<file path="src/rtl/fp_result_scoreboard_if.sv">
// Operand/result/flag bundle between the FP mult/div unit environment and its scoreboard.
interface fp_result_scoreboard_if #(
    parameter int W     = 32,
    parameter int CNT_W = 16
);
    logic             en;
    logic             sel;
    logic [W-1:0]     a;
    logic [W-1:0]     b;
    logic [W-1:0]     R;
    logic             io_flag;
    logic             dz_flag;
    logic             clr;
    logic             chk_valid;
    logic             mismatch;
    logic [3:0]       mismatch_code;
    logic [CNT_W-1:0] checked_cnt;
    logic [CNT_W-1:0] err_cnt;
    logic             err_sticky;
    logic [3:0]       first_err_code;

    modport master (
        output en, sel, a, b, R, io_flag, dz_flag, clr,
        input  chk_valid, mismatch, mismatch_code, checked_cnt, err_cnt, err_sticky, first_err_code
    );

    modport slave (
        input  en, sel, a, b, R, io_flag, dz_flag, clr,
        output chk_valid, mismatch, mismatch_code, checked_cnt, err_cnt, err_sticky, first_err_code
    );
endinterface

</file>
<file path="src/rtl/fp_result_scoreboard.sv">
// Pipelined special-operand checker for the FP mult/div unit: classifies each issued op,
// delays the expectation by the unit latency and compares it with the returned result and flags.
module fp_result_scoreboard #(
    parameter int EXP_W = 8,
    parameter int MAN_W = 23,
    parameter int R_DLY = 23,
    parameter int CNT_W = 16,
    parameter int DAZ   = 0
) (
    input logic                   clk,
    input logic                   arst,
    fp_result_scoreboard_if.slave bus
);
    localparam int W = 1 + EXP_W + MAN_W;
    localparam logic [W-1:0] ONE = {2'b00, {(EXP_W-1){1'b1}}, {MAN_W{1'b0}}};

    typedef enum logic [2:0] {EC_GEN, EC_NAN, EC_INF, EC_ZERO, EC_EXACT} exp_class_t;

    typedef struct packed {
        logic         valid;
        exp_class_t   cls;
        logic [W-1:0] word;
        logic         sign;
        logic         io;
        logic         dz;
    } stage_t;

    logic [EXP_W-1:0] a_exp, b_exp;
    logic [MAN_W-1:0] a_man, b_man;
    logic             a_zero, a_norm, a_inf, a_nan;
    logic             b_zero, b_inf, b_nan;
    logic             s;
    stage_t           cap;
    stage_t           dly [R_DLY];
    stage_t           cmp;
    logic [W-1:0]     r_q;
    logic             io_q, dz_q, r_nan;
    logic [3:0]       code;

    logic             chk_valid_q, mismatch_q, err_sticky_q;
    logic [3:0]       code_q, first_err_q;
    logic [CNT_W-1:0] checked_q, err_q;

    assign a_exp = bus.a[W-2:MAN_W];
    assign a_man = bus.a[MAN_W-1:0];
    assign b_exp = bus.b[W-2:MAN_W];
    assign b_man = bus.b[MAN_W-1:0];
    assign s     = bus.a[W-1] ^ bus.b[W-1];

    // With DAZ a subnormal collapses into the signed-zero class.
    always_comb begin
        a_zero = (a_exp == '0) && ((a_man == '0) || (DAZ != 0));
        a_norm = (a_exp != '0) && (a_exp != '1);
        a_inf  = (a_exp == '1) && (a_man == '0);
        a_nan  = (a_exp == '1) && (a_man != '0);
        b_zero = (b_exp == '0) && ((b_man == '0) || (DAZ != 0));
        b_inf  = (b_exp == '1) && (b_man == '0);
        b_nan  = (b_exp == '1) && (b_man != '0);
    end

    always_comb begin
        cap       = '0;
        cap.valid = bus.en;
        cap.sign  = s;
        cap.cls   = EC_GEN;
        if (a_nan || b_nan) begin
            cap.cls = EC_NAN;
            cap.io  = 1'b1;
        end else if (!bus.sel) begin
            if ((a_inf && b_zero) || (a_zero && b_inf)) begin
                cap.cls = EC_NAN;
                cap.io  = 1'b1;
            end else if (a_inf || b_inf) begin
                cap.cls = EC_INF;
            end else if (a_zero || b_zero) begin
                cap.cls = EC_ZERO;
            end else if (bus.b == ONE && a_norm) begin
                cap.cls  = EC_EXACT;
                cap.word = bus.a;
            end
        end else begin
            if ((a_zero && b_zero) || (a_inf && b_inf)) begin
                cap.cls = EC_NAN;
                cap.io  = 1'b1;
            end else if (!a_inf && !a_zero && b_zero) begin
                cap.cls = EC_INF;
                cap.dz  = 1'b1;
            end else if (a_zero) begin
                cap.cls = EC_ZERO;
            end else if (a_inf) begin
                cap.cls = EC_INF;
            end else if (b_inf) begin
                cap.cls = EC_ZERO;
            end else if (a_norm && bus.a == bus.b) begin
                cap.cls  = EC_EXACT;
                cap.word = ONE;
            end else if (bus.b == ONE) begin
                cap.cls  = EC_EXACT;
                cap.word = bus.a;
            end
        end
        if (cap.cls == EC_INF) cap.word = {s, {EXP_W{1'b1}}, {MAN_W{1'b0}}};
        if (cap.cls == EC_ZERO) cap.word = {s, {(W-1){1'b0}}};
        if (cap.cls == EC_EXACT) cap.sign = cap.word[W-1];
    end

    always_ff @(posedge clk) begin
        if (arst) begin
            for (int i = 0; i < R_DLY; i++) dly[i] <= '0;
            cmp  <= '0;
            r_q  <= '0;
            io_q <= 1'b0;
            dz_q <= 1'b0;
        end else begin
            dly[0] <= cap;
            for (int i = 1; i < R_DLY; i++) dly[i] <= dly[i-1];
            cmp  <= dly[R_DLY-1];
            r_q  <= bus.R;
            io_q <= bus.io_flag;
            dz_q <= bus.dz_flag;
        end
    end

    assign r_nan = (r_q[W-2:MAN_W] == '1) && (r_q[MAN_W-1:0] != '0);

    always_comb begin
        code = '0;
        if (cmp.valid) begin
            case (cmp.cls)
                EC_NAN:   code[0] = !r_nan;
                EC_GEN:   code[1] = r_q[W-1] != cmp.sign;
                EC_EXACT: begin
                    code[0] = r_q[W-2:0] != cmp.word[W-2:0];
                    code[1] = r_q[W-1] != cmp.word[W-1];
                end
                default:  begin
                    code[0] = r_q[W-2:0] != cmp.word[W-2:0];
                    code[1] = r_q[W-1] != cmp.sign;
                end
            endcase
            code[2] = io_q != cmp.io;
            code[3] = dz_q != cmp.dz;
        end
    end

    // clr wins over a coincident result: the pulse still shows, the counters do not move.
    always_ff @(posedge clk) begin
        if (arst) begin
            chk_valid_q  <= 1'b0;
            mismatch_q   <= 1'b0;
            code_q       <= '0;
            checked_q    <= '0;
            err_q        <= '0;
            err_sticky_q <= 1'b0;
            first_err_q  <= '0;
        end else begin
            chk_valid_q <= cmp.valid;
            mismatch_q  <= |code;
            code_q      <= code;
            if (bus.clr) begin
                checked_q    <= '0;
                err_q        <= '0;
                err_sticky_q <= 1'b0;
                first_err_q  <= '0;
            end else begin
                if (cmp.valid && checked_q != '1) checked_q <= checked_q + CNT_W'(1);
                if ((|code) && err_q != '1) err_q <= err_q + CNT_W'(1);
                if ((|code) && !err_sticky_q) begin
                    err_sticky_q <= 1'b1;
                    first_err_q  <= code;
                end
            end
        end
    end

    assign bus.chk_valid      = chk_valid_q;
    assign bus.mismatch       = mismatch_q;
    assign bus.mismatch_code  = code_q;
    assign bus.checked_cnt    = checked_q;
    assign bus.err_cnt        = err_q;
    assign bus.err_sticky     = err_sticky_q;
    assign bus.first_err_code = first_err_q;
endmodule

</file>
<file path="src/flat_wrapper.sv">
// flat-port wrapper written by rule: the top's interface ports become plain ports
module fp_result_scoreboard_flat 
#(
    parameter int EXP_W = 8,
    parameter int MAN_W = 23,
    parameter int R_DLY = 23,
    parameter int CNT_W = 16,
    parameter int DAZ   = 0
)
  (clk, arst, bus_en, bus_sel, bus_a, bus_b, bus_R, bus_io_flag, bus_dz_flag, bus_clr, bus_chk_valid, bus_mismatch, bus_mismatch_code, bus_checked_cnt, bus_err_cnt, bus_err_sticky, bus_first_err_code);
  fp_result_scoreboard_if #(.W(32), .CNT_W(CNT_W)) bus_i ();
  input logic clk;
  input logic arst;
  input wire logic [$bits(bus_i.en)-1:0] bus_en;
  input wire logic [$bits(bus_i.sel)-1:0] bus_sel;
  input wire logic [$bits(bus_i.a)-1:0] bus_a;
  input wire logic [$bits(bus_i.b)-1:0] bus_b;
  input wire logic [$bits(bus_i.R)-1:0] bus_R;
  input wire logic [$bits(bus_i.io_flag)-1:0] bus_io_flag;
  input wire logic [$bits(bus_i.dz_flag)-1:0] bus_dz_flag;
  input wire logic [$bits(bus_i.clr)-1:0] bus_clr;
  output wire logic [$bits(bus_i.chk_valid)-1:0] bus_chk_valid;
  output wire logic [$bits(bus_i.mismatch)-1:0] bus_mismatch;
  output wire logic [$bits(bus_i.mismatch_code)-1:0] bus_mismatch_code;
  output wire logic [$bits(bus_i.checked_cnt)-1:0] bus_checked_cnt;
  output wire logic [$bits(bus_i.err_cnt)-1:0] bus_err_cnt;
  output wire logic [$bits(bus_i.err_sticky)-1:0] bus_err_sticky;
  output wire logic [$bits(bus_i.first_err_code)-1:0] bus_first_err_code;
  assign bus_i.en = bus_en;
  assign bus_i.sel = bus_sel;
  assign bus_i.a = bus_a;
  assign bus_i.b = bus_b;
  assign bus_i.R = bus_R;
  assign bus_i.io_flag = bus_io_flag;
  assign bus_i.dz_flag = bus_dz_flag;
  assign bus_i.clr = bus_clr;
  assign bus_chk_valid = bus_i.chk_valid;
  assign bus_mismatch = bus_i.mismatch;
  assign bus_mismatch_code = bus_i.mismatch_code;
  assign bus_checked_cnt = bus_i.checked_cnt;
  assign bus_err_cnt = bus_i.err_cnt;
  assign bus_err_sticky = bus_i.err_sticky;
  assign bus_first_err_code = bus_i.first_err_code;
  fp_result_scoreboard #(.EXP_W(EXP_W), .MAN_W(MAN_W), .R_DLY(R_DLY), .CNT_W(CNT_W), .DAZ(DAZ)) u_core (.clk(clk), .arst(arst), .bus(bus_i));
endmodule
</file>
<file path="config.mk">
export PLATFORM = sky130hd
export DESIGN_NAME = fp_result_scoreboard_flat
export DESIGN_NICKNAME = d
export VERILOG_FILES = /design/src/rtl/fp_result_scoreboard_if.sv /design/src/rtl/fp_result_scoreboard.sv /design/src/flat_wrapper.sv
export SDC_FILE = /design/constraint.sdc
export NUM_CORES = 1
export LEC_CHECK = 0
export BUFFER_PORTS_ARGS = -buffer_cell sky130_fd_sc_hd__clkbuf_2
export CAP_MARGIN = 20
export CELL_PAD_IN_SITES_DETAIL_PLACEMENT = 1
export CELL_PAD_IN_SITES_GLOBAL_PLACEMENT = 2
export CORE_UTILIZATION = 37
export CTS_CLUSTER_DIAMETER = 60
export DETAILED_ROUTE_END_ITERATION = 16
export PLACE_DENSITY_LB_ADDON = 0.15
export SYNTH_ARGS = -nofsm -noshare
export SYNTH_HDL_FRONTEND = slang
export SYNTH_SLANG_ARGS = --single-unit
</file>
<file path="constraint.sdc">
create_clock -name clk -period 2.1 [get_ports clk]
set_input_delay 0.21 -clock clk [delete_from_list [all_inputs] [get_ports clk]]
set_output_delay 0.21 -clock clk [all_outputs]
set_load 0.01 [all_outputs]
</file>
==> results.sh <==
export IMPL_outcome="finished with violations"
export IMPL_violations="setup timing"
export IMPL_relSlewSlack=0.530
export IMPL_maxCapViolCount=0
export IMPL_postSynth_asyncResetShare=0
export IMPL_hold_ws_ns=0.0762
export IMPL_fin_util=0.468
export IMPL_vias=16200
export IMPL_cts_tree="done"
export IMPL_synth_edf_count=0
export IMPL_diodes=0
export IMPL_drive_gt1_frac=0.178
export IMPL_die_area_um2=79800
export IMPL_cts_inserted_buffers=105
export IMPL_synth_cell_types=58
export IMPL_antenna_found_initial=0
export IMPL_fin_crit_ns=2.24
export IMPL_io_pins=146
export IMPL_multiInputGateArea_um2=8790
export IMPL_cp_slowest_cell="dfxtp_2"
export IMPL_synth_top_area_frac=0.697
export IMPL_h_tree_depth=3
export IMPL_slowest_delay_ns=0.32
export IMPL_cp_required_ns=2.62
export IMPL_drt_iter0_markers=506
export IMPL_hold_violations=0
export IMPL_grt_pass1_vias=16600
export IMPL_crit_type="reg2reg"
export IMPL_cts_clk_slew_worst_paths_ns=0.06
export IMPL_io_buffers=145
export IMPL_synth_commonest_cells="dfxtp_1 (1013), nor2b_1 (933), clkbuf_1 (108)"
export IMPL_grt_setup_unrepaired="true"
export IMPL_grt_usage=0.123
export IMPL_firstDrtPassIters=4
export IMPL_reg2regPathDepth=13
export IMPL_clockRootBuffer="clkbuf_16"
export IMPL_routedWlPerCell_um=12.3
export IMPL_max_freq_mhz=446
export IMPL_seqCellArea_um2=20300
export IMPL_synth_top_family_by_area="simple AND/OR/NAND/NOR gates"
export IMPL_syn_nets=2554
export IMPL_r2r_setup_slack_ns=-0.14
export IMPL_area_growth_pct=24.8
export IMPL_p_leak_nw=14.4
export IMPL_startpoint_type="flop"
export IMPL_ir_worst_vdd_v=0.000705
export IMPL_path_cells="buf_4, xor2_1, buf_4, nor4_2, nand4_1, nor2_1, buf_4, o21a_4, buf_12, buf_4, nor3_4, xnor2_1, nor2_1"
export IMPL_ys_ff_latch=1013
export IMPL_synth_xor_area_frac=0.0268
export IMPL_gr_total_overflow=0
export IMPL_yosysMostFrequentCell="dfxtp_1"
export IMPL_cp_data_arrival_time_ns=2.76
export IMPL_synthMuxAreaShare=0.00103
export IMPL_tightest_slew_ns=0.705
export IMPL_synth_compound_area_share=0.0118
export IMPL_start_util=0.375
export IMPL_gp_congestion=0.830
export IMPL_postRouteAntennaNets=0
export IMPL_core_rowCount=102
export IMPL_syn_cell_area_um2=29100
export IMPL_viasPerCell=4.17
export IMPL_clock_path_buffers=3
export IMPL_finalSetupViolations=19
export IMPL_dp_slack_ns=-0.343
export IMPL_place_inst=3619
export IMPL_die_x_um=282
export IMPL_hpwl_um=28900
export IMPL_yosysWarnings=0
export IMPL_power_density_nw_per_um2=1060
export IMPL_instances_no_fill=3890
export IMPL_cp_max_fo=9
export IMPL_min_path_cells=4
export IMPL_wirelength_um=48000
export IMPL_ys_flop_type="dfxtp_1"
export IMPL_n_fill_cell=8224
export IMPL_synth_area_leader_cell="dfxtp_1"
export IMPL_drcViolationCount=0
export IMPL_fin_skew_ns=0.0180
export IMPL_die_y_um=282
export IMPL_worst_path_most_repeated_cell="buf_4"
export IMPL_fin_crit_sh=1.07
export IMPL_core_um2=77600
export IMPL_synth_area_per_cell_um2=11.9
export IMPL_syn_inst=2449
export IMPL_grt_pass1_wl_um=80000
export IMPL_drv_slew=0
export IMPL_ys_seq_area_frac=0.697
export IMPL_worst_slack_ns=-0.144
export IMPL_ys_top_cells_by_area="dfxtp_1 (70%), nor2b_1 (20%), xnor2_1 (1.5%), clkbuf_1 (1.4%), xor2_1 (1.1%)"
export IMPL_worst_setup_path_end_kind="flop"
export IMPL_fin_tns_setup_ns=-1.37
export IMPL_synthSimpleGateAreaFrac=0.246
export IMPL_nets=2868
export IMPL_synth_adder_area_share=0.000860
export IMPL_grt_max_degree=167
export IMPL_clock_sinks=1013
export IMPL_hold_path_class="in2reg"
export IMPL_clk_latency_ns=0.64
==> power breakdown <==
part | internal [mW] | switching (mW) | total (mW)
Clock | 11.1 | 7.26 | 18.4
Combinational | 0.371 | 0.524 | 0.895
Sequential | 19.3 | 0.0292 | 19.3
Total | 30.7 | 7.82 | 38.5
==> through the flow <==
| stage | cell area [um^2] | power (mW) |
|---|---|---|
| after floorplan | 29100 | 20.1 |
| after global placement | 31500 | 20.5 |
| after detailed placement | 31500 | 20.5 |
| after CTS | 36100 | 39.3 |
| after global routing | 36300 | 40.2 |
| final | 36300 | 38.5 |
==> layout make-up <==
type / instances / share of cell area
Clock inverter: 36 / 0.0114
Tap cell: 1040 / 0.0358
Multi-Input combinational cell: 1310 / 0.242
Timing Repair Buffer: 324 / 0.0654
Inverter: 9 / 0.000930
Clock buffer: 158 / 0.0856
Sequential cell: 1013 / 0.559
==> state kept, by name, summed over array words and instances, names as in the netlist <==
name                       cells
u_core.dz_q                    1
u_core.io_q                    1
u_core.bus.checked_cnt        16
u_core.bus.chk_valid           1
u_core.bus.mismatch            1
u_core.bus.first_err_code      4
u_core.bus.mismatch_code       4
u_core.bus.err_cnt            16
u_core.bus.err_sticky          1
u_core.cmp                    39
u_core.dly                   897
u_core.r_q                    32
==> cell families (layout without fill, tap and decap cells) <==
logic type	after synthesis	count (layout)
buf+inv	126	527
simple gates	1164	1164
fa+ha+maj	2	2
mux	3	3
xor+xnor	89	89
compound gates	52	52
flops	1013	1013
==> worst max-delay path, delay by kind of cell (launching register included) <==
family	cells	cell delay [ns]
AOI/OAI and AO/OA	1	0.15
and+or+nand+nor	5	0.66
DFF	1	0.32
xor gates and xnor gates	2	0.30
buffers and inverters	5	0.69
==> path summary, 6_finish.rpt <==
| check | startpoint | to |
|---|---|---|
| worst max-delay path | u_core.r_q[29] | u_core.bus.err_cnt[10] |
| worst min register to register | u_core.dly[12][34] | u_core.dly[13][34] |
| worst min-delay path | bus_a[30] | u_core.dly[0][33] |
| worst max register to register | u_core.r_q[29] | u_core.bus.err_cnt[10] |
==> what timing repair did <==
| item | CTS | global route |
|---|---|---|
| endpoints found under the hold margin | 94 | 1 |
| pin swaps | 24 | 22 |
| buffers inserted | 4 | 6 |
| resized for setup | 56 | 40 |
| setup endpoints to repair | 22 | 59 |
| gates cloned | 1 | 0 |
| hold buffers | 69 | 1 |
==> metal layers <==
layer / global-route usage / part of all wire / up-vias
met5: 0 / 0 / -
met4: 0.0606 / 0.039 / 0
met3: 0.0297 / 0.039 / 112
met2: 0.224 / 0.51 / 252
met1: 0.132 / 0.41 / 7606
li1: - / - / 8234
==> placed cells by master (no fill, tap or decap), types with 11 or more instances in the layout <==
master and instances:
clkbuf_8 24, dlygate4sd3_1 70, clkbuf_1 27, clkinv_2 20, and2_1 25, clkbuf_16 107, nand4_1 25, nand3_1 15
nand2_1 26, nor2_1 51, clkbuf_2 144, dfxtp_2 12, xor2_1 33, dfxtp_1 1000, xnor2_1 49, buf_4 97
nor4_1 11, nor2b_1 933
Note: power is estimated with default switching activity, not from simulation.
